$ cat config.mk
export PLATFORM = sky130hd
export DESIGN_NAME = sync_fifo_v2_flat
export DESIGN_NICKNAME = d
export VERILOG_FILES = /design/src/rtl/sync_fifo_v2_if.sv /design/src/rtl/sync_fifo_v2.sv /design/src/flat_wrapper.sv
export SDC_FILE = /design/constraint.sdc
export NUM_CORES = 1
export LEC_CHECK = 0
export BUFFER_PORTS_ARGS = -buffer_cell sky130_fd_sc_hd__buf_4
export CAP_MARGIN = 20
export CORE_ASPECT_RATIO = 2
export CORE_MARGIN = 1.5
export CORE_UTILIZATION = 60
export CTS_BUF_LIST = sky130_fd_sc_hd__clkbuf_2
export DETAILED_ROUTE_END_ITERATION = 10
export HOLD_SLACK_MARGIN = 0.05
export PLACE_DENSITY_LB_ADDON = 0.08
export SLEW_MARGIN = 20
export SYNTH_ARGS = -nofsm -noshare
export SYNTH_HDL_FRONTEND = slang
export SYNTH_SLANG_ARGS = --single-unit
$ cat constraint.sdc
create_clock -name clk -period 3.01 [get_ports clk]
set_clock_uncertainty 0.15 [all_clocks]
set_input_delay 0.602 -clock clk [delete_from_list [all_inputs] [get_ports clk]]
set_output_delay 0.602 -clock clk [all_outputs]
set_load 0.1 [all_outputs]
$ cat src/rtl/sync_fifo_v2_if.sv
// Handshake and status bundle for sync_fifo_v2: the producer/consumer side
// drives the master modport, the FIFO implements the slave modport.
interface sync_fifo_v2_if #(
  parameter int unsigned WIDTH = 8,
  parameter int unsigned DEPTH = 16
);
  localparam int unsigned CntW = $clog2(DEPTH + 1);

  logic             wr_en;
  logic [WIDTH-1:0] din;
  logic             rd_en;
  logic             clr_err;
  logic [WIDTH-1:0] dout;
  logic             dout_valid;
  logic             full;
  logic             empty;
  logic             almost_full;
  logic             almost_empty;
  logic [CntW-1:0]  count;
  logic             overflow;
  logic             underflow;

  modport master (
    output wr_en, din, rd_en, clr_err,
    input  dout, dout_valid, full, empty, almost_full, almost_empty, count, overflow, underflow
  );

  modport slave (
    input  wr_en, din, rd_en, clr_err,
    output dout, dout_valid, full, empty, almost_full, almost_empty, count, overflow, underflow
  );
endinterface

$ cat src/rtl/sync_fifo_v2.sv
// Parametrised single-clock FIFO with programmable almost-full/empty thresholds,
// sticky overflow/underflow flags and a choice of registered-read or FWFT output.
module sync_fifo_v2 #(
  parameter int unsigned WIDTH    = 8,
  parameter int unsigned DEPTH    = 16,
  parameter int unsigned AF_LEVEL = DEPTH - 2,
  parameter int unsigned AE_LEVEL = 2,
  parameter bit          FWFT     = 1'b0
) (
  input  logic           clk,
  input  logic           rst,
  sync_fifo_v2_if.slave  fifo_io
);

  localparam int unsigned PtrW = (DEPTH > 1) ? $clog2(DEPTH) : 1;
  localparam int unsigned CntW = $clog2(DEPTH + 1);
  localparam logic [PtrW-1:0] PtrMax = PtrW'(DEPTH - 1);

  logic [WIDTH-1:0] mem_q [DEPTH];
  logic [PtrW-1:0]  wr_ptr_q, wr_ptr_d;
  logic [PtrW-1:0]  rd_ptr_q, rd_ptr_d;
  logic [CntW-1:0]  count_q, count_d;
  logic             ovf_q, ovf_d;
  logic             udf_q, udf_d;

  logic full, empty;
  logic wa, ra;

  assign full  = (count_q == CntW'(DEPTH));
  assign empty = (count_q == '0);
  assign wa    = fifo_io.wr_en & ~full;
  assign ra    = fifo_io.rd_en & ~empty;

  // Explicit wrap so non-power-of-two depths never index past the array.
  always_comb begin
    wr_ptr_d = wr_ptr_q;
    rd_ptr_d = rd_ptr_q;
    if (wa) begin
      wr_ptr_d = (wr_ptr_q == PtrMax) ? '0 : wr_ptr_q + PtrW'(1);
    end
    if (ra) begin
      rd_ptr_d = (rd_ptr_q == PtrMax) ? '0 : rd_ptr_q + PtrW'(1);
    end
  end

  always_comb begin
    count_d = count_q;
    unique case ({wa, ra})
      2'b10:   count_d = count_q + CntW'(1);
      2'b01:   count_d = count_q - CntW'(1);
      default: count_d = count_q;
    endcase
  end

  // A new offence in the same cycle as clr_err keeps the flag set.
  always_comb begin
    ovf_d = ovf_q;
    udf_d = udf_q;
    if (fifo_io.clr_err) begin
      ovf_d = 1'b0;
      udf_d = 1'b0;
    end
    if (fifo_io.wr_en && full) begin
      ovf_d = 1'b1;
    end
    if (fifo_io.rd_en && empty) begin
      udf_d = 1'b1;
    end
  end

  always_ff @(posedge clk) begin
    if (rst) begin
      wr_ptr_q <= '0;
      rd_ptr_q <= '0;
      count_q  <= '0;
      ovf_q    <= 1'b0;
      udf_q    <= 1'b0;
    end else begin
      wr_ptr_q <= wr_ptr_d;
      rd_ptr_q <= rd_ptr_d;
      count_q  <= count_d;
      ovf_q    <= ovf_d;
      udf_q    <= udf_d;
    end
  end

  always_ff @(posedge clk) begin
    if (!rst && wa) begin
      mem_q[wr_ptr_q] <= fifo_io.din;
    end
  end

  assign fifo_io.full         = full;
  assign fifo_io.empty        = empty;
  assign fifo_io.almost_full  = (count_q >= CntW'(AF_LEVEL));
  assign fifo_io.almost_empty = (count_q <= CntW'(AE_LEVEL));
  assign fifo_io.count        = count_q;
  assign fifo_io.overflow     = ovf_q;
  assign fifo_io.underflow    = udf_q;

  if (FWFT) begin : g_fwft
    assign fifo_io.dout       = empty ? '0 : mem_q[rd_ptr_q];
    assign fifo_io.dout_valid = ~empty;
  end else begin : g_std
    logic [WIDTH-1:0] dout_q;
    logic             dout_valid_q;

    always_ff @(posedge clk) begin
      if (rst) begin
        dout_q       <= '0;
        dout_valid_q <= 1'b0;
      end else begin
        dout_valid_q <= ra;
        if (ra) begin
          dout_q <= mem_q[rd_ptr_q];
        end
      end
    end

    assign fifo_io.dout       = dout_q;
    assign fifo_io.dout_valid = dout_valid_q;
  end

  a_count_range: assert property (@(posedge clk) disable iff (rst) count_q <= CntW'(DEPTH));
  a_wr_ptr_range: assert property (@(posedge clk) disable iff (rst) 32'(wr_ptr_q) < DEPTH);
  a_rd_ptr_range: assert property (@(posedge clk) disable iff (rst) 32'(rd_ptr_q) < DEPTH);

endmodule

$ cat src/flat_wrapper.sv
// flat-port wrapper written by rule: the top's interface ports become plain ports
module sync_fifo_v2_flat 
#(
  parameter int unsigned WIDTH    = 8,
  parameter int unsigned DEPTH    = 16,
  parameter int unsigned AF_LEVEL = DEPTH - 2,
  parameter int unsigned AE_LEVEL = 2,
  parameter bit          FWFT     = 1'b0
)
  (clk, rst, fifo_io_wr_en, fifo_io_din, fifo_io_rd_en, fifo_io_clr_err, fifo_io_dout, fifo_io_dout_valid, fifo_io_full, fifo_io_empty, fifo_io_almost_full, fifo_io_almost_empty, fifo_io_count, fifo_io_overflow, fifo_io_underflow);
  sync_fifo_v2_if #(.WIDTH(WIDTH), .DEPTH(DEPTH)) fifo_io_i ();
  input  logic clk;
  input  logic rst;
  input wire logic [$bits(fifo_io_i.wr_en)-1:0] fifo_io_wr_en;
  input wire logic [$bits(fifo_io_i.din)-1:0] fifo_io_din;
  input wire logic [$bits(fifo_io_i.rd_en)-1:0] fifo_io_rd_en;
  input wire logic [$bits(fifo_io_i.clr_err)-1:0] fifo_io_clr_err;
  output wire logic [$bits(fifo_io_i.dout)-1:0] fifo_io_dout;
  output wire logic [$bits(fifo_io_i.dout_valid)-1:0] fifo_io_dout_valid;
  output wire logic [$bits(fifo_io_i.full)-1:0] fifo_io_full;
  output wire logic [$bits(fifo_io_i.empty)-1:0] fifo_io_empty;
  output wire logic [$bits(fifo_io_i.almost_full)-1:0] fifo_io_almost_full;
  output wire logic [$bits(fifo_io_i.almost_empty)-1:0] fifo_io_almost_empty;
  output wire logic [$bits(fifo_io_i.count)-1:0] fifo_io_count;
  output wire logic [$bits(fifo_io_i.overflow)-1:0] fifo_io_overflow;
  output wire logic [$bits(fifo_io_i.underflow)-1:0] fifo_io_underflow;
  assign fifo_io_i.wr_en = fifo_io_wr_en;
  assign fifo_io_i.din = fifo_io_din;
  assign fifo_io_i.rd_en = fifo_io_rd_en;
  assign fifo_io_i.clr_err = fifo_io_clr_err;
  assign fifo_io_dout = fifo_io_i.dout;
  assign fifo_io_dout_valid = fifo_io_i.dout_valid;
  assign fifo_io_full = fifo_io_i.full;
  assign fifo_io_empty = fifo_io_i.empty;
  assign fifo_io_almost_full = fifo_io_i.almost_full;
  assign fifo_io_almost_empty = fifo_io_i.almost_empty;
  assign fifo_io_count = fifo_io_i.count;
  assign fifo_io_overflow = fifo_io_i.overflow;
  assign fifo_io_underflow = fifo_io_i.underflow;
  sync_fifo_v2 #(.WIDTH(WIDTH), .DEPTH(DEPTH), .AF_LEVEL(AF_LEVEL), .AE_LEVEL(AE_LEVEL), .FWFT(FWFT)) u_core (.clk(clk), .rst(rst), .fifo_io(fifo_io_i));
endmodule
======== Word-level counts from Yosys, hierarchy flattened ========
Memories as Yosys holds them, arrays and structs flattened. A register that Yosys moved wholly into a read port is not among the register bits.
Cells that the tools add are included.
W data, S select, Z words.
word-level totals
  bits of input ports ..................... 13
  memory bits (writable) .................. 128
  bits in registers ....................... 16
  output and inout bits ................... 20
  memories ................................ 1
  word-level logic and storage cells ...... 38
cells by class
  multiplexer cells ....................... 8
  add/sub/neg operators ................... 4
  equality and inequality tests ........... 5
  reduce and logical (&&, ||, !) cells .... 8
  magnitude comparators ................... 2
  bitwise logic cells ..................... 4
memories
  memory        words  width  rd ports  clocked after memory_dff  write ports  RTL line            RTL
  u_core.mem_q  16     8      1         1                         1            sync_fifo_v2.sv:19  logic [WIDTH-1:0] mem_q [DEPTH];
operator list
  kind                   number
  $pmux W5 S2            1
  $add A4 B1 Y4 const B  2
  $eq A4 B4 Y1 const B   2
  $mux W4                2
  $reduce_bool A2 Y1     3
  $add A5 B1 Y5 const B  1
  $eq A5 B5 Y1 const B   1
  $ge A5 B4 Y1 const B   1
  $le A5 B2 Y1 const B   1
  $logic_not A5 Y1       1
  $mux W1                5
  $sub A5 B1 Y5 const B  1
  $logic_and A1 B1 Y1    3
  $and A1 B1 Y1          2
  $eq A2 B1 Y1 const B   1
  $eq A2 B2 Y1 const B   1
  $not A1 Y1             2
  $logic_not A1 Y1       1

======== Longest topological paths before layout ========
  depth in word-level cells ............... 6
  gate-level depth with buffers ........... 12
  depth with buffers taken out ............ 10

======== Least setup slack after synthesis ========
No wires, ideal clock.
  path kind ............................... reg-to-output
  start point ............................. register u_core.count_q[2], in the netlist u_core.fifo_io.count[2]
  end point ............................... output fifo_io_almost_empty
  cell stages (with the launch flop) ...... 3
  path buffers ............................ 1
  data required time ...................... 2,258 ps
  arrival time ............................ 5,701 ps
  slack ................................... -3,443 ps
  path through ............................ dfxtp_1 clkbuf_1 a2111oi_0
between the ends
  cells in the longest elaborated chain, start to end .. 1
RTL lines
  what                      RTL line            RTL
  start: declaration        sync_fifo_v2.sv:22  logic [CntW-1:0] count_q, count_d;
  start signal: assignment  sync_fifo_v2.sv:81  count_q <= count_d;
  $le A5 B2 Y1              sync_fifo_v2.sv:96  assign fifo_io.almost_empty = (count_q <= CntW'(AE_LEVEL));
  end: declaration          flat_wrapper.sv:23  output wire logic [$bits(fifo_io_i.almost_empty)-1:0] fifo_io_almost_empty;
Every way passes these cells.

======== Worst setup path after layout ========
  start point ............................. register u_core.count_q[0], in the netlist u_core.fifo_io.count[0]
  end point ............................... output fifo_io_full
between the ends
  cells in the longest elaborated chain, start to end .. 1
RTL lines
  what              RTL line            RTL
  $eq A5 B5 Y1      sync_fifo_v2.sv:29  assign full = (count_q == CntW'(DEPTH));
  end: declaration  flat_wrapper.sv:20  output wire logic [$bits(fifo_io_i.full)-1:0] fifo_io_full;
Every way passes these cells.

==> out/qor.yml <==
synth_top_area_cell: "edfxtp_1"
cpPeakStageDelay_ns: 0.59
yosys-top-cells-area: "edfxtp_1, mux4_2, dfxtp_1, mux2i_1, ha_1"
run_status: "complete, no violations"
ant_nets: 0
synthToLayoutAreaGrowth_pct: 14.2
finalCriticalPeriod_ns: 2.90
clk_latency_ns: 0.67
cts_made_buffers: 17
power_mw: 5.67
dr.pass1.iters: 5
via_per_inst: 6.03
met1Wirelength_mm: 4.33
syn-num-nets: 380
syn_inst: 358
vias: 3460
grt_pass1_wl_mm: 18.9
h-tree-depth: 4
drc: 0
syn_area_per_cell_um2: 17.3
fin_nets: 447
wl_met3_um: 391
die_h_um: 147
criticalPathCategory: "reg2out"
cp.arrival_ns: 2.15
final-setup-viol-count: 0
cap_violations: 0
rows: 52
cpMaxStageDelayCell: "or4_4"
cts_tree: "done"
irDropWorstVdd_uv: 656
powerDensity_mw_per_mm2: 803
grt_max_degree: 37
drive_gt1_share_pct: 30.8
power.leakage_nw: 2.36
hpwl_mm: 8.74
syn_area_mm2: 0.00618
drt_iter0_drc: 236
ys_ff_latch: 152
numClockSinks: 152
crit_buf_inv: 1
io_pins: 33
wire_per_inst_um: 21.6
root_buffer: "clkbuf_2"
core_area_mm2: 0.0101
die_area_mm2: 0.0110
post_cts.repair.setup_buffers: 0
cts.clk_slew.worst_paths_ns: 0.22
start_kind: "flop"
track_usage_pct: 24.8
final_util_pct: 70.0
worst_pin_slew_ns: 0.749
wl_met2_mm: 7.34
ys_seq_area_share_pct: 69.9
critPathCaptureType: "output pin"
antenna_found_initial: 1
fmax_mhz: 345
grt_overflow_total: 0
post_synth_num_cell_types: 42
relSlewSlack_pct: 50.0
io_buffer_count: 32
drv_slew: 0
hp-class: "in2reg"
cts_buffer_depth: 2
maxUsedRoutingLayer: "met4"
rsz0062_at_grt: "no"
worstPathCellList: "or4_4 > nor2_1 > buf_4"
synth_top_area_share_pct: 62.1
cp_top_family: "simple AND/OR/NAND/NOR gates"
grt_pass1_vias: 3551
die-width_um: 74.8
place_congestion: 0.790
wl_mm: 12.4
ys_warn_count: 0
worst-path-max-fanout: 8
initial_core_util_pct: 61.3
min_period_over_period_pct: 96.3
hold_viol: 0
worst_ep_required_time_ns: 2.26
-- Yosys cell counts --
library cell	count
edfxtp_1	128
mux4_2	32
nor2_1	25
dfxtp_1	24
mux2i_1	19
nand2_1	15
a21oi_1	11
clkbuf_1	10
ha_1	9
o221ai_1	9
nand3b_1	8
inv_1	7
nor3_1	7
buf_2	6
nand2b_1	4
xor2_1	4
a211o_1	3
a31oi_1	3
buf_1	3
or3_1	3
a211oi_1	2
a41oi_1	2
buf_6	2
nand3_1	2
nor2b_1	2
o211ai_1	2
a2111oi_0	1
a21o_1	1
a221o_1	1
a22oi_1	1
buf_4	1
inv_2	1
nand3b_2	1
nor4_1	1
o21ai_0	1
o21ai_4	1
o22ai_1	1
o32ai_1	1
or3_2	1
or4_4	1
or4b_2	1
xnor2_1	1
-- final timing paths --
check | slack (ns) | depth (start not counted) | start | to
worst max-delay path | 0.11 | 3 | u_core.fifo_io.count[0] | fifo_io_full
worst min-delay path | 0.25 | 3 | rst | u_core.fifo_io.count[0]
worst min register to register | 0.39 | 2 | u_core.fifo_io.dout[4] | u_core.fifo_io.dout[4]
worst max register to register | 0.21 | 10 | u_core.fifo_io.count[0] | u_core.fifo_io.count[2]
-- registers in the layout (all words and copies together), names as in the netlist --
name	count
u_core.fifo_io.dout_valid	1
u_core.fifo_io.overflow	1
u_core.fifo_io.count	5
u_core.fifo_io.underflow	1
u_core.fifo_io.dout	8
u_core.mem_q	128
u_core.rd_ptr_q	4
u_core.wr_ptr_q	4
-- cell type report --
| class | instances | area, um^2 |
|---|---|---|
| multi-input cells | 176 | 1750 |
| well taps | 135 | 169 |
| repair buffers | 70 | 559 |
| diodes | 1 | 2.50 |
| fillers | 666 | 3020 |
| flip-flops and latches | 152 | 4340 |
| clock buffers | 18 | 90.1 |
| inverters | 8 | 30.0 |
| clock inverters | 14 | 124 |
-- cell usage in the layout (no fill, tap or decap), types with 3 or more instances in the layout --
master and instances:
or3_1 3, mux4_2 32, nand2_1 15, nand3b_1 8, clkinv_4 4, edfxtp_1 128
nand2b_1 4, dlygate4sd3_1 12, a211o_1 3, o221ai_1 9, clkbuf_2 18, a21oi_1 11
ha_1 8, inv_6 3, xor2_1 4, mux2i_1 19, buf_4 57, nor3_1 7
dfxtp_1 18, dfxtp_2 4, a31oi_1 3, inv_1 7, nor2_1 25
-- repair_timing --
item,4_1_cts,5_1_grt
setup endpoints to repair,0,2
hold endpoints to repair,82,14
hold buffers,11,1
resized for setup,0,3
-- metal layers --
metal | vias to the layer above | track usage (%)
met2 | 98 | 45.5
met5 | - | 0
met4 | 0 | 9.45
met1 | 1784 | 26.8
met3 | 18 | 5.04
li1 | 1560 | -
-- where the power goes --
part	internal [mW]	switching [mW]
combinational	0.650	1.41
sequential	2.40	0.201
clock	0.304	0.701
-- logic make-up (layout without fill, tap and decap cells) --
kind of cell,count (synthesis),in the layout,share of synthesized area [%]
adders and majority gates,9,9,1.82
xor gates and xnor gates,5,5,0.708
AOI/OAI and AO/OA,40,40,4.79
DFF,152,152,69.9
muxes,51,51,14.7
and+or+nand+nor,71,71,5.79
buffers and inverters,30,110,2.25
other,0,1,0
-- worst reg2reg max path, delay by kind of cell (launching register included) --
family	cells	cell delay, ns
DFF	1	0.43
adders and majority gates	2	0.47
xor gates and xnor gates	2	0.26
AOI/OAI and AO/OA	3	0.45
and+or+nand+nor	2	0.90
buffers and inverters	1	0.09
-- through the flow --
stage / setup TNS, ns / setup slack, ns / cells / hold WS (ns) / instance area, um^2
6_report: 0 / 0.112 / 574 / 0.246 / 7060
5_1_grt: 0 / 0.000571 / 574 / 0.178 / 7060
4_1_cts: 0 / 0.0353 / 572 / 0.0500 / 7040
3_5_place_dp: 0 / 0.178 / 529 / 0.342 / 6710
3_3_place_gp: 0 / 0.239 / 529 / 0.342 / 6710
2_1_floorplan: -0.235 / -0.117 / 358 / 0.394 / 6210
Power figures use the tool's default switching activity.
